File: src/rtl/serial_subtract_ctrl_if.sv
// Operand/result and cell-side signals of the bit-serial subtract sequencer.
// The slave modport is the sequencer; the master is whoever feeds it and hosts the cell.
interface serial_subtract_ctrl_if #(
    parameter int WIDTH = 8
);
    logic             start;
    logic [WIDTH-1:0] a_in;
    logic [WIDTH-1:0] b_in;
    logic             cell_a;
    logic             cell_b;
    logic             cell_bin;
    logic             cell_d;
    logic             cell_bout;
    logic             busy;
    logic             done;
    logic [WIDTH-1:0] diff;
    logic             borrow_out;

    modport slave (
        input  start, a_in, b_in, cell_d, cell_bout,
        output cell_a, cell_b, cell_bin, busy, done, diff, borrow_out
    );

    modport master (
        output start, a_in, b_in, cell_d, cell_bout,
        input  cell_a, cell_b, cell_bin, busy, done, diff, borrow_out
    );
endinterface

File: src/rtl/serial_subtract_ctrl.sv
// Bit-serial sequencer around an external full-subtractor cell: feeds operands LSB first,
// recirculates the borrow and assembles the WIDTH-bit difference.
module serial_subtract_ctrl #(
    parameter int WIDTH = 8
) (
    input  logic clk,
    input  logic rst,
    serial_subtract_ctrl_if.slave bus
);
    localparam int CW = (WIDTH > 1) ? $clog2(WIDTH) : 1;

    typedef enum logic [1:0] {
        S_IDLE  = 2'd0,
        S_SHIFT = 2'd1,
        S_DONE  = 2'd2
    } state_t;

    state_t           r_state;
    logic [WIDTH-1:0] r_a_sh;
    logic [WIDTH-1:0] r_b_sh;
    logic [WIDTH-1:0] r_w_sh;
    logic             r_borrow;
    logic [CW-1:0]    r_cnt;
    logic [WIDTH-1:0] r_diff;
    logic             r_bout;
    logic             r_busy;
    logic             r_done;

    logic [WIDTH-1:0] w_w_next;
    logic             w_last;
    logic             w_accept;

    assign w_w_next = (r_w_sh >> 1) | (WIDTH'(bus.cell_d) << (WIDTH - 1));
    assign w_last   = (r_cnt == CW'(WIDTH - 1));
    assign w_accept = bus.start && (r_state == S_IDLE || r_state == S_DONE);

    // Operand shifters shift in zeros and the borrow is cleared on the last bit,
    // so every cell input is a flop that already reads 0 outside SHIFT.
    assign bus.cell_a     = r_a_sh[0];
    assign bus.cell_b     = r_b_sh[0];
    assign bus.cell_bin   = r_borrow;
    assign bus.busy       = r_busy;
    assign bus.done       = r_done;
    assign bus.diff       = r_diff;
    assign bus.borrow_out = r_bout;

    always_ff @(posedge clk or posedge rst) begin
        if (rst) begin
            r_state  <= S_IDLE;
            r_a_sh   <= '0;
            r_b_sh   <= '0;
            r_w_sh   <= '0;
            r_borrow <= 1'b0;
            r_cnt    <= '0;
            r_diff   <= '0;
            r_bout   <= 1'b0;
            r_busy   <= 1'b0;
            r_done   <= 1'b0;
        end else begin
            r_done <= 1'b0;
            case (r_state)
                S_SHIFT: begin
                    r_a_sh <= r_a_sh >> 1;
                    r_b_sh <= r_b_sh >> 1;
                    r_w_sh <= w_w_next;
                    if (w_last) begin
                        r_diff   <= w_w_next;
                        r_bout   <= bus.cell_bout;
                        r_borrow <= 1'b0;
                        r_cnt    <= '0;
                        r_busy   <= 1'b0;
                        r_done   <= 1'b1;
                        r_state  <= S_DONE;
                    end else begin
                        r_borrow <= bus.cell_bout;
                        r_cnt    <= r_cnt + CW'(1);
                    end
                end
                default: begin
                    if (w_accept) begin
                        r_a_sh   <= bus.a_in;
                        r_b_sh   <= bus.b_in;
                        r_w_sh   <= '0;
                        r_borrow <= 1'b0;
                        r_cnt    <= '0;
                        r_busy   <= 1'b1;
                        r_state  <= S_SHIFT;
                    end else begin
                        r_state  <= S_IDLE;
                    end
                end
            endcase
        end
    end
endmodule

File: src/flat_wrapper.sv
// flat-port wrapper written by rule: the top's interface ports become plain ports
module serial_subtract_ctrl_flat 
#(
    parameter int WIDTH = 8
)
  (clk, rst, bus_start, bus_a_in, bus_b_in, bus_cell_d, bus_cell_bout, bus_cell_a, bus_cell_b, bus_cell_bin, bus_busy, bus_done, bus_diff, bus_borrow_out);
  serial_subtract_ctrl_if #(.WIDTH(WIDTH)) bus_i ();
  input  logic clk;
  input  logic rst;
  input wire logic [$bits(bus_i.start)-1:0] bus_start;
  input wire logic [$bits(bus_i.a_in)-1:0] bus_a_in;
  input wire logic [$bits(bus_i.b_in)-1:0] bus_b_in;
  input wire logic [$bits(bus_i.cell_d)-1:0] bus_cell_d;
  input wire logic [$bits(bus_i.cell_bout)-1:0] bus_cell_bout;
  output wire logic [$bits(bus_i.cell_a)-1:0] bus_cell_a;
  output wire logic [$bits(bus_i.cell_b)-1:0] bus_cell_b;
  output wire logic [$bits(bus_i.cell_bin)-1:0] bus_cell_bin;
  output wire logic [$bits(bus_i.busy)-1:0] bus_busy;
  output wire logic [$bits(bus_i.done)-1:0] bus_done;
  output wire logic [$bits(bus_i.diff)-1:0] bus_diff;
  output wire logic [$bits(bus_i.borrow_out)-1:0] bus_borrow_out;
  assign bus_i.start = bus_start;
  assign bus_i.a_in = bus_a_in;
  assign bus_i.b_in = bus_b_in;
  assign bus_i.cell_d = bus_cell_d;
  assign bus_i.cell_bout = bus_cell_bout;
  assign bus_cell_a = bus_i.cell_a;
  assign bus_cell_b = bus_i.cell_b;
  assign bus_cell_bin = bus_i.cell_bin;
  assign bus_busy = bus_i.busy;
  assign bus_done = bus_i.done;
  assign bus_diff = bus_i.diff;
  assign bus_borrow_out = bus_i.borrow_out;
  serial_subtract_ctrl #(.WIDTH(WIDTH)) u_core (.clk(clk), .rst(rst), .bus(bus_i));
endmodule
File: config.mk
export PLATFORM = sky130hd
export DESIGN_NAME = serial_subtract_ctrl_flat
export DESIGN_NICKNAME = d
export VERILOG_FILES = /design/src/rtl/serial_subtract_ctrl_if.sv /design/src/rtl/serial_subtract_ctrl.sv /design/src/flat_wrapper.sv
export SDC_FILE = /design/constraint.sdc
export NUM_CORES = 1
export LEC_CHECK = 0
export CORE_UTILIZATION = 50
export DETAILED_ROUTE_END_ITERATION = 12
export PLACE_DENSITY = 0.82
export SYNTH_ARGS = -nofsm -noshare
export SYNTH_HDL_FRONTEND = slang
export SYNTH_SLANG_ARGS = --single-unit
File: constraint.sdc
create_clock -name clk -period 4 [get_ports clk]
set_input_delay 0.8 -clock clk [delete_from_list [all_inputs] [get_ports clk]]
set_output_delay 0.8 -clock clk [all_outputs]
set_load 0.01 [all_outputs]
# Word-level counts from Yosys, hierarchy flattened
# Index checks and enable logic that the tools add are counted.
op_classes:
  add_sub_neg: 1
  n_eq_ne: 4
  muxes: 20
  bitwise_logic: 1
  n_reduce_logical: 6
op_table:
  columns: ["op", "count"]
  rows:
  - ["2-to-1 mux 8 bit", 6]
  - ["2-to-1 mux 1 bit", 9]
  - ["2-to-1 mux 3 bit", 3]
  - ["OR 7 x 8 -> 8 bit", 1]
  - ["2-to-1 mux 2 bit", 2]
  - ["AND reduction 2 bit", 2]
  - ["adder 3 x 1 -> 3 bit (second input constant)", 1]
  - ["== test 3 bit (second input constant)", 1]
  - ["== test 2 x 1 -> 1 bit (second input constant)", 1]
  - ["== test 2 bit (second input constant)", 1]
  - ["zero test 2 bit", 1]
  - ["inequality test 2 x 1 -> 1 bit (second input constant)", 1]
  - ["nonzero test 2 bit", 1]
  - ["logical AND 1 bit", 1]
  - ["logical OR 1 bit", 1]
word_totals:
  regBits: 41
  out_inout_bits: 14
  elab_cells: 42

# Logic depth before layout (Yosys ltp)
# Gate-level depths: netlist of run 1.
depth:
  ltp_word: 5
  mapped_depth: 6
  depth_no_buf: 5

# Worst setup path before layout of run 1
# OpenSTA, ideal clock, no wires.
synth_timing:
  path_kind: "input -> register"
  startpoint: "input port bus_start"
  endpoint: "register u_core.r_a_sh[0]"
  arrival_ns: 1.385
  required_ns: 3.863
  slack_ns: 2.478
  cell_stages: 4
  path_cell_list: "buf_2 -> buf_4 -> a211oi_1 -> a21oi_1"
synth_via:
  elab_chain_cells: 2
synth_rtl:
  columns: ["element", "line", "source"]
  rows:
  - ["from (decl)", "flat_wrapper.sv:10", "input wire logic [$bits(bus_i.start)-1:0] bus_start;"]
  - ["logical AND 1 bit", "serial_subtract_ctrl.sv:35", "assign w_accept = bus.start && (r_state == S_IDLE || r_state == S_DONE);"]
  - ["nonzero test 2 bit (no source line)", null, null]
  - ["to (signal assigned)", "serial_subtract_ctrl.sv:63", "r_a_sh <= r_a_sh >> 1;"]
  - ["to (signal assigned)", "serial_subtract_ctrl.sv:81", "r_a_sh <= bus.a_in;"]
  - ["to (decl)", "serial_subtract_ctrl.sv:19", "logic [WIDTH-1:0] r_a_sh;"]
# Every way passes these cells.
# A chain may end at the register's enable or synchronous reset.

# Final worst setup path of run 1
layout_timing:
  startpoint: "input port bus_start"
  endpoint: "register u_core.r_b_sh[6]"
layout_via:
  elab_chain_cells: 2
layout_rtl:
  columns: ["element", "line", "source"]
  rows:
  - ["logical AND 1 bit", "serial_subtract_ctrl.sv:35", null]
  - ["nonzero test 2 bit (no source line)", null, null]
  - ["to (signal assigned)", "serial_subtract_ctrl.sv:64", "r_b_sh <= r_b_sh >> 1;"]
  - ["to (signal assigned)", "serial_subtract_ctrl.sv:82", "r_b_sh <= bus.b_in;"]
  - ["to (decl)", "serial_subtract_ctrl.sv:20", "logic [WIDTH-1:0] r_b_sh;"]
# Every way passes these cells.

==> impl_metrics.yaml, run 1 <==
synth:
  ys_top_cells_by_area: "dfrtp_1, mux2i_1, mux2_4, a211oi_1, nor2b_1"
  yosysMostFrequentCell: "dfrtp_1"
  synth_ff_type: "dfrtp_1"
  yosysUniqueCellTypes: 29
  syn_area_per_cell_um2: 12.4
  synth_edf_count: 0
  yosysWarnings: 0
  yosysSeqAreaShare_pct: 53.3
  synth_mux_area_share_pct: 16.3
  synth_common_cells: "dfrtp_1, mux2i_1, a21oi_1"
  synth_compound_gate_area_share_pct: 16.2
  yosysTopAreaCellShare_pct: 53.3
  yosysTopAreaCell: "dfrtp_1"
  synth-simple-area-share_pct: 8.27
  syn_inst: 151
  synth.net_count: 174
  synth_fa_ha_area_share_pct: 1.33
  ys_async_sr_fraction_pct: 100
  synth-seq-cells: 40
  syn-cell-area_mm2: 0.00188
  synth_top_family_by_area: "multiplexers"
  synthXorXnorAreaFrac_pct: 0
worst_hold_path:
  min_from: "u_core.bus.diff[2]$_DFFE_PP0P_"
  hp-class: "flip-flop to flip-flop"
clocking:
  post_cts_buffers: 0
  clk_pin_slew_ns: 0.07
  clk_latency_ns: 0.29
  cts_tree: "done"
  ctsHoldBuffers: 0
  ctsHtreeMaxLevel: 2
  clock_sinks: 40
  clk_path_buf_depth: 2
  numCtsBuffers: 5
  cts_resized: 0
  cts_root_buf: "clkbuf_8"
routing:
  viasPerCell: 5.52
  drc: 0
  drtIter0Drc: 56
  drt_wl_total_um: 3410
  wl_per_cell_um: 14.8
  vias: 1270
  drt_pass1_iterations: 5
  drtAntennaViolNets: 0
setup_path:
  end_kind: "flip-flop"
  critPathBufInv: 1
  rrSetupSlack_ns: 1.80
  crit_fanout: 33
  cp.required_ns: 4.17
  worstSetupStartpoint: "bus_start"
  cp-start-kind: "input pin"
  r2r_start: "u_core.r_state[0]$_DFFE_PP0P_"
  path_cells: "clkdlybuf4s50_1 -> a21oi_4 -> a221o_1"
  arrival_ns: 2.61
  cpLargestDelayFamily: "buffers and inverters"
  worstSetupPathType: "input pin to flip-flop"
  slowest_stage: "clkdlybuf4s50_1"
  slowest_delay_ns: 1.24
grt:
  grt_use_met2_pct: 29.2
  gr-total-overflow: 0
  met1_usage_pct: 25.7
  grt_pass1_vias: 1263
  antenna_found_initial: 0
  grt_usage_pct: 18.9
  met3_usage_pct: 5.62
  grt_pass1_wl_um: 5840
  grt_max_degree: 41
  top_usage_layer: "met2"
die:
  core_area_mm2: 0.00347
  dieArea_mm2: 0.00400
  die_h_um: 63.3
  num_rows: 21
  ios: 35
  die_w_um: 63.3
  start_util_pct: 54.1
place:
  place_hpwl_um: 2200
  globalplace.congestion: 0.736
  portBuffers: 34
sta:
  fmax_mhz: 410
  hold_viol: 0
  setup_tns_ns: 0
  finalMaxSlewViolations: 0
  finalClockSkew_ns: 0.00701
  worst_slew_pin_slew_ns: 1.16
  layout_min_cycle_time_ns: 2.44
  setup-violations-final: 0
  rsz0062_at_grt: "false"
  period_share_pct: 61.0
  max_slew_margin_pct: 22.3
power:
  internal-power_w: 0.00110
  p_per_area_mw_per_mm2: 719
  cellLeakagePower_nw: 0.993
  ir_worst_vdd_mv: 0.392
  pwr-share-clk_pct: 16.1
  p_seq_share_pct: 45.9
  p_sw_share_pct: 33.7
  combPwrFrac_pct: 38.0
  p_switching_w: 0.000561
status:
  status: "completed"
finish:
  num_antenna_cells: 0
  drive_gt1_share_pct: 13.0
  syn_to_final_growth_pct: 23.3
  nNetsFinal: 206
  final_util_pct: 66.7
job:
  cap_violations: 0
[cell families after synthesis]
group	Yosys count
adders and majority gates	2
buffers and inverters	15
muxes	26
AOI/OAI and AO/OA	44
and+or+nand+nor	24
DFF	40
[cell type report]
class                           count  area, um^2
Clock buffer                        6        82.6
Clock inverter                      2        10.0
Fill cell                         269        1150
Inverter                            5        23.8
Multi-Input combinational cell     96         791
Sequential cell                    40        1000
Tap cell                           46        57.6
Timing Repair Buffer               35         348
[power by group through the flow]
stage          clock (W)  combinational, W  sequential, W
4_1_cts         0.000277          0.000638       0.000760
3_3_place_gp           0          0.000609       0.000750
3_5_place_dp           0          0.000634       0.000763
6_report        0.000268          0.000631       0.000763
2_1_floorplan          0          0.000466       0.000713
5_1_grt         0.000295          0.000692       0.000787
[state kept, by name, summed over array words and instances, names as in the netlist]
register / flops
u_core.bus.done: 1
u_core.bus.cell_bin: 1
u_core.r_b_sh: 8
u_core.bus.borrow_out: 1
u_core.r_state: 2
u_core.r_w_sh: 7
u_core.bus.busy: 1
u_core.r_cnt: 3
u_core.r_a_sh: 8
u_core.bus.diff: 8
[layer usage]
metal  vias to the layer above  share of wire, %
met5                         -                 0
li1                        613                 -
met3                         2               4.0
met1                       623                47
met4                         0              0.56
met2                        32                48
[cell usage in the layout, fill, tap and decap left out]
cell	Yosys	routed
inv_6	1	1
inv_1	3	3
buf_4	1	1
nor2b_4	1	1
clkdlybuf4s50_1	0	34
mux2i_1	16	16
nand2_8	1	1
nand3_1	2	2
clkinv_2	0	2
ha_1	2	2
nor2b_1	13	13
a22o_1	8	8
dfrtp_1	40	40
o21ai_1	4	4
inv_2	1	1
a21oi_4	1	1
mux2_4	9	9
a221o_1	1	1
a21o_1	1	1
nand2_1	2	2
mux2_2	1	1
a22oi_1	1	1
nor2_1	3	3
a21oi_1	14	14
nor3_1	1	1
and3_1	1	1
a211oi_1	13	13
clkbuf_8	0	6
o21ai_0	1	1
[through the flow]
step / cell area [um^2] / worst slack (ns) / hold WS [ns] / power, W / instances
floorplan: 1880 / 2.28 / 0.466 / 0.00118 / 151
global placement: 2220 / 1.32 / 0.493 / 0.00136 / 222
detailed placement: 2220 / 1.26 / 0.497 / 0.00140 / 222
CTS: 2310 / 1.57 / 0.519 / 0.00167 / 230
global route: 2310 / 1.39 / 0.533 / 0.00177 / 230
finish: 2310 / 1.56 / 0.515 / 0.00166 / 230
[path summary, 6_finish.rpt]
path | to | depth (start not counted)
worst min-delay path | u_core.bus.diff[2]$_DFFE_PP0P_ | 1
worst max-delay path | u_core.r_b_sh[6]$_DFFE_PP0N_ | 3
worst min register to register | u_core.bus.diff[2]$_DFFE_PP0P_ | 1
max in group asynchronous | u_core.bus.diff[1]$_DFFE_PP0P_ | 3
min in group asynchronous | u_core.bus.diff[0]$_DFFE_PP0P_ | 3
worst max register to register | u_core.bus.diff[6]$_DFFE_PP0P_ | 4
No activity file was read; power rests on OpenSTA's default activity.
==> inputs of run 2 (changes only) <==
==> constraint.sdc (replaced) <==
create_clock -name clk -period 2.3 [get_ports clk]
set_input_delay 0.46 -clock clk [delete_from_list [all_inputs] [get_ports clk]]
set_output_delay 0.46 -clock clk [all_outputs]
set_load 0.01 [all_outputs]
==> run 2 against run 1 <==
Effect of this change:
- sequential share of layout area fell by 0.51 points
- clock power grew 74%
- count of clock-buffer cells in the layout up 2
- global-route usage rose by 0.25 points
- flip-flop and latch count unchanged
- critical endpoint is now bus_cell_bin
==> impl_metrics.yaml, run 2 (synthesis results as in run 1) <==
status:
  status: "completed"
sta:
  post-route-worst-setup-slack_ns: 0.608
  period_share_pct: 73.6
  max_slew_margin_pct: 67.1
  rsz0062_at_grt: "false"
  setup-violations-final: 0
  finalClockSkew_ns: 0.00407
  hold_viol: 0
  fmax_mhz: 591
  worst_slew_pin_slew_ns: 0.493
  setup_tns_ns: 0
  finalMaxSlewViolations: 0
  layout_min_cycle_time_ns: 1.69
place:
  portBuffers: 34
  globalplace.congestion: 0.732
  place_inst: 226
  preCtsSetupSlack_ns: 0.463
  place_hpwl_um: 2290
clocking:
  ctsHoldBuffers: 0
  clk_pin_slew_ns: 0.07
  post_cts_buffers: 0
  clock_sinks: 40
  ctsHtreeMaxLevel: 2
  clk_latency_ns: 0.29
  cts_root_buf: "clkbuf_8"
  clk_path_buf_depth: 2
  numCtsBuffers: 5
  cts_tree: "done"
  cts_resized: 0
setup_path:
  arrival_ns: 1.23
  worstSetupPathType: "flip-flop to primary output"
  cp_num_cells: 1
  r2r_cells: 5
  slowest_stage: "clkdlybuf4s50_1"
  end_kind: "primary output"
  slowest_delay_ns: 0.55
  cp.required_ns: 1.84
  critPathBufInv: 1
  crit_fanout: 3
  path_cells: "clkdlybuf4s50_1"
  cpLargestDelayFamily: "buffers and inverters"
  cp-start-kind: "flip-flop"
power:
  internal-power_w: 0.00194
  p_per_area_mw_per_mm2: 1240
  combPwrFrac_pct: 41.5
  p_sw_share_pct: 33.1
  ir_worst_vdd_mv: 0.686
  pwr-share-clk_pct: 16.1
  p_switching_w: 0.000961
  cellLeakagePower_nw: 1.01
  p_seq_share_pct: 42.4
worst_hold_path:
  hold_depth: 1
  hp-class: "flip-flop to flip-flop"
routing:
  drtAntennaViolNets: 0
  drc: 0
  drtIter0Drc: 23
  viasPerCell: 5.33
  drt_wl_total_um: 3340
  wl_per_cell_um: 14.3
  drt_pass1_iterations: 4
  vias: 1247
finish:
  nNetsFinal: 210
  num_antenna_cells: 0
  final_util_pct: 67.5
  multi_input_area_um2: 791
  fin_cells: 234
  seq_area_mm2: 0.00100
  drive_gt1_share_pct: 13.8
  layout_commonest_cell: "dfrtp_1"
  nFillCells: 268
  syn_to_final_growth_pct: 24.7
  final_cell_mix: "dfrtp_1, clkdlybuf4s50_1, mux2i_1, a21oi_1"
grt:
  grt_max_degree: 41
  gr-total-overflow: 0
  grt_usage_pct: 19.2
  grt_pass1_vias: 1313
  antenna_found_initial: 0
  grt_pass1_wl_um: 5790
die:
  dieArea_mm2: 0.00400
  ios: 35
  start_util_pct: 54.1
  die_h_um: 63.3
  core_area_mm2: 0.00347
  num_rows: 21
  die_w_um: 63.3
job:
  cap_violations: 0
[run 2: path summary, 6_finish.rpt]
kind,from,slack (ns),end
worst max-delay path,u_core.bus.cell_bin$_DFFE_PP0N_,0.61,bus_cell_bin
worst max register to register,u_core.r_state[0]$_DFFE_PP0P_,0.69,u_core.bus.diff[7]$_DFFE_PP0P_
max in group asynchronous,rst,1.36,u_core.r_b_sh[1]$_DFFE_PP0N_
worst min register to register,u_core.bus.diff[7]$_DFFE_PP0P_,0.52,u_core.bus.diff[7]$_DFFE_PP0P_
min in group asynchronous,rst,0.59,u_core.bus.diff[1]$_DFFE_PP0P_
worst min-delay path,u_core.bus.diff[7]$_DFFE_PP0P_,0.52,u_core.bus.diff[7]$_DFFE_PP0P_
[run 2: worst reg2reg max path, cell delays in order (launching register included)]
cell and delay, ns:
dfrtp_1 0.35, buf_4 0.21, nor2b_4 0.39, nand2_8 0.15
inv_6 0.10, mux2_4 0.29
[run 2: power by group through the flow]
stage	Clock, W	Sequential (W)	Combinational [W]
after floorplan	0	0.00124	0.000811
after global placement	0	0.00122	0.00117
after detailed placement	0	0.00124	0.00122
after CTS	0.000489	0.00123	0.00122
after global routing	0.000524	0.00127	0.00132
final	0.000467	0.00123	0.00121
[run 2: cell type report]
cell class	count	area share, %
Clock buffer	8	3.85
Inverter	5	1.02
Multi-Input combinational cell	96	33.8
Sequential cell	40	42.8
Tap cell	46	2.46
Timing Repair Buffer	39	16.1
[run 2: through the flow]
stage / instance area (um^2) / hold WS (ns) / power [W]
after global routing: 2340 / 0.539 / 0.00312
after global placement: 2250 / 0.492 / 0.00239
final: 2340 / 0.516 / 0.00291
after floorplan: 1880 / 0.466 / 0.00205
after CTS: 2340 / 0.515 / 0.00294
after detailed placement: 2250 / 0.495 / 0.00246
[run 2: metal layers]
layer | global-route usage, % | share of wire, % | up-vias
met4 | 7.67 | 1.3 | 0
met2 | 31.2 | 47 | 24
met1 | 23.2 | 47 | 604
met5 | 0 | 0 | -
li1 | - | - | 614
met3 | 6.70 | 4.1 | 5
==> inputs of run 3 (changes only) <==
--- a/config.mk
+++ b/config.mk
@@ -5,9 +5,9 @@
 export SDC_FILE = /design/constraint.sdc
 export NUM_CORES = 1
 export LEC_CHECK = 0
-export CORE_UTILIZATION = 50
+export CORE_UTILIZATION = 46
 export DETAILED_ROUTE_END_ITERATION = 12
-export PLACE_DENSITY = 0.82
+export PLACE_DENSITY = 0.8
 export SYNTH_ARGS = -nofsm -noshare
 export SYNTH_HDL_FRONTEND = slang
 export SYNTH_SLANG_ARGS = --single-unit
==> constraint.sdc (replaced) <==
create_clock -name clk -period 1.4 [get_ports clk]
set_input_delay 0.28 -clock clk [delete_from_list [all_inputs] [get_ports clk]]
set_output_delay 0.28 -clock clk [all_outputs]
set_load 0.01 [all_outputs]
==> run 3 against run 2 <==
Effect of this change:
- routed wire length up 8.2%
- clock skew is essentially flat
- sequential share of layout area decreased by 1.7 points
- clock power increased by 96%
- cell count rose by 3.0%
- register-to-register slack got worse by 0.64 ns
- final area grew 4.1%
- largest power group is now combinational cells
- highest routed layer unchanged
==> impl_metrics.yaml, run 3 (synthesis results as in run 1) <==
status:
  status: "completed"
grt:
  grt_pass1_vias: 1302
  grt_pass1_wl_um: 6050
  grt_usage_pct: 18.7
  antenna_found_initial: 0
  grt_max_degree: 41
  gr-total-overflow: 0
setup_path:
  path_cells: "buf_6 -> clkinvlp_4 -> and3_1 -> a221o_1"
  reg2reg_to: "u_core.r_b_sh[6]$_DFFE_PP0N_"
  worstSetupPathType: "flip-flop to flip-flop"
  slowest_delay_ns: 0.40
  r2r_cells: 4
  end_kind: "flip-flop"
  cp.required_ns: 1.58
  r2r_start: "u_core.r_state[0]$_DFFE_PP0P_"
  slowest_stage: "dfrtp_1"
  cp-start-kind: "flip-flop"
  rrSetupSlack_ns: 0.05
  arrival_ns: 1.53
  crit_fanout: 18
place:
  place_hpwl_um: 2360
  globalplace.congestion: 0.780
  portBuffers: 34
  dpl_cell_area_mm2: 0.00229
routing:
  wl_per_cell_um: 15.0
  drc: 0
  drt_pass1_iterations: 4
  viasPerCell: 5.40
  vias: 1302
  drt_wl_total_um: 3610
  drtIter0Drc: 76
  drtAntennaViolNets: 0
job:
  cap_violations: 0
finish:
  num_antenna_cells: 0
  final_util_pct: 64.2
  drive_gt1_share_pct: 18.7
  syn_to_final_growth_pct: 29.9
  nNetsFinal: 215
  fin_area_mm2: 0.00244
  nFillCells: 277
  layout_commonest_cell: "dfrtp_1"
  final_cell_mix: "dfrtp_1, clkdlybuf4s50_1, mux2i_1, a21oi_1, dlygate4sd2_1"
sta:
  fmax_mhz: 740
  hold_slack_ns: 0.353
  setup-violations-final: 0
  worst_slew_pin_slew_ns: 0.304
  layout_min_cycle_time_ns: 1.35
  hold_viol: 0
  finalClockSkew_ns: 0.00431
  finalMaxSlewViolations: 0
  max_slew_margin_pct: 79.7
  period_share_pct: 96.5
  rsz0062_at_grt: "true"
power:
  combPwrFrac_pct: 41.0
  finalPower_w: 0.00500
  pwr-share-clk_pct: 18.3
  p_seq_share_pct: 40.7
  cellLeakagePower_nw: 1.08
  p_switching_w: 0.00169
  p_sw_share_pct: 33.8
  p_per_area_mw_per_mm2: 2050
  internal-power_w: 0.00331
  ir_worst_vdd_mv: 0.976
die:
  start_util_pct: 49.4
  die_w_um: 65.9
  ios: 35
  die_h_um: 65.9
  dieArea_mm2: 0.00434
  core_area_mm2: 0.00380
  num_rows: 22
clocking:
  ctsHoldBuffers: 0
  clock_sinks: 40
  clk_latency_ns: 0.29
  ctsHtreeMaxLevel: 2
  cts_tree: "done"
  clk_path_buf_depth: 2
  clk_pin_slew_ns: 0.07
  cts_root_buf: "clkbuf_8"
  numCtsBuffers: 5
worst_hold_path:
  hp-class: "input pin to async pin"
==> run 3: timing repair <==
item,4_1_cts,5_1_grt
endpoints found under the setup margin,16,5
setup buffers,0,3
resized for setup,15,4
cloned,1,0
pin swaps,0,0
hold endpoints to repair,0,0
==> run 3: final cells by class <==
type                       instances  area, um^2  share of cell area, %
sequential                        40        1000                   41.1
tap                               48        60.1                   2.46
clock buffer                       6        72.6                   2.98
multi-input combinational         97         822                   33.7
clock inverter                     2        35.0                   1.44
timing repair buffer              43         419                   17.2
inverter                           5        27.5                   1.13
==> run 3: power groups by stage <==
stage                     Clock [W]  Combinational [W]  Sequential, W
final                      0.000916            0.00205        0.00204
after global routing       0.000992            0.00225        0.00210
after CTS                  0.000937            0.00196        0.00203
after detailed placement          0            0.00204        0.00204
after global placement            0            0.00195        0.00200
after floorplan                   0            0.00134        0.00204
==> run 3: through the flow <==
stage	std cells	setup TNS [ns]	setup slack [ns]
2_1_floorplan	151	0	0.0685
3_3_place_gp	229	-0.718	-0.113
3_5_place_dp	229	-1.47	-0.151
4_1_cts	238	0	0.0117
5_1_grt	241	-0.0517	-0.0232
6_report	241	0	0.0488
==> run 3: layer usage <==
metal / vias up / GRT usage, % / wire length [um]
met5: - / 0 / 0
met4: 0 / 8.15 / 76
met3: 6 / 4.66 / 124
met2: 25 / 29.8 / 1740
met1: 637 / 24.0 / 1670
li1: 634 / - / -
==> run 3: critical path: cells and delay by family (launching register included) <==
family / cells / cell delay, ns
DFF: 1 / 0.40
AOI/OAI and AO/OA: 1 / 0.26
buffers and inverters: 2 / 0.39
and+or+nand+nor: 1 / 0.18
==> run 3: worst max path at each step <==
| stage | from | end | slack, ns |
|---|---|---|---|
| floorplan | u_core.r_cnt[0]$_DFFE_PP0N_ | u_core.bus.diff[6]$_DFFE_PP0P_ | 0.07 |
| global placement | bus_start | u_core.r_b_sh[6]$_DFFE_PP0N_ | -0.11 |
| detailed placement | bus_start | u_core.r_b_sh[6]$_DFFE_PP0N_ | -0.15 |
| CTS | u_core.r_state[0]$_DFFE_PP0P_ | u_core.r_b_sh[6]$_DFFE_PP0N_ | 0.01 |
| global route | u_core.r_state[0]$_DFFE_PP0P_ | u_core.r_b_sh[6]$_DFFE_PP0N_ | -0.02 |
| finish | u_core.r_state[0]$_DFFE_PP0P_ | u_core.r_b_sh[6]$_DFFE_PP0N_ | 0.05 |
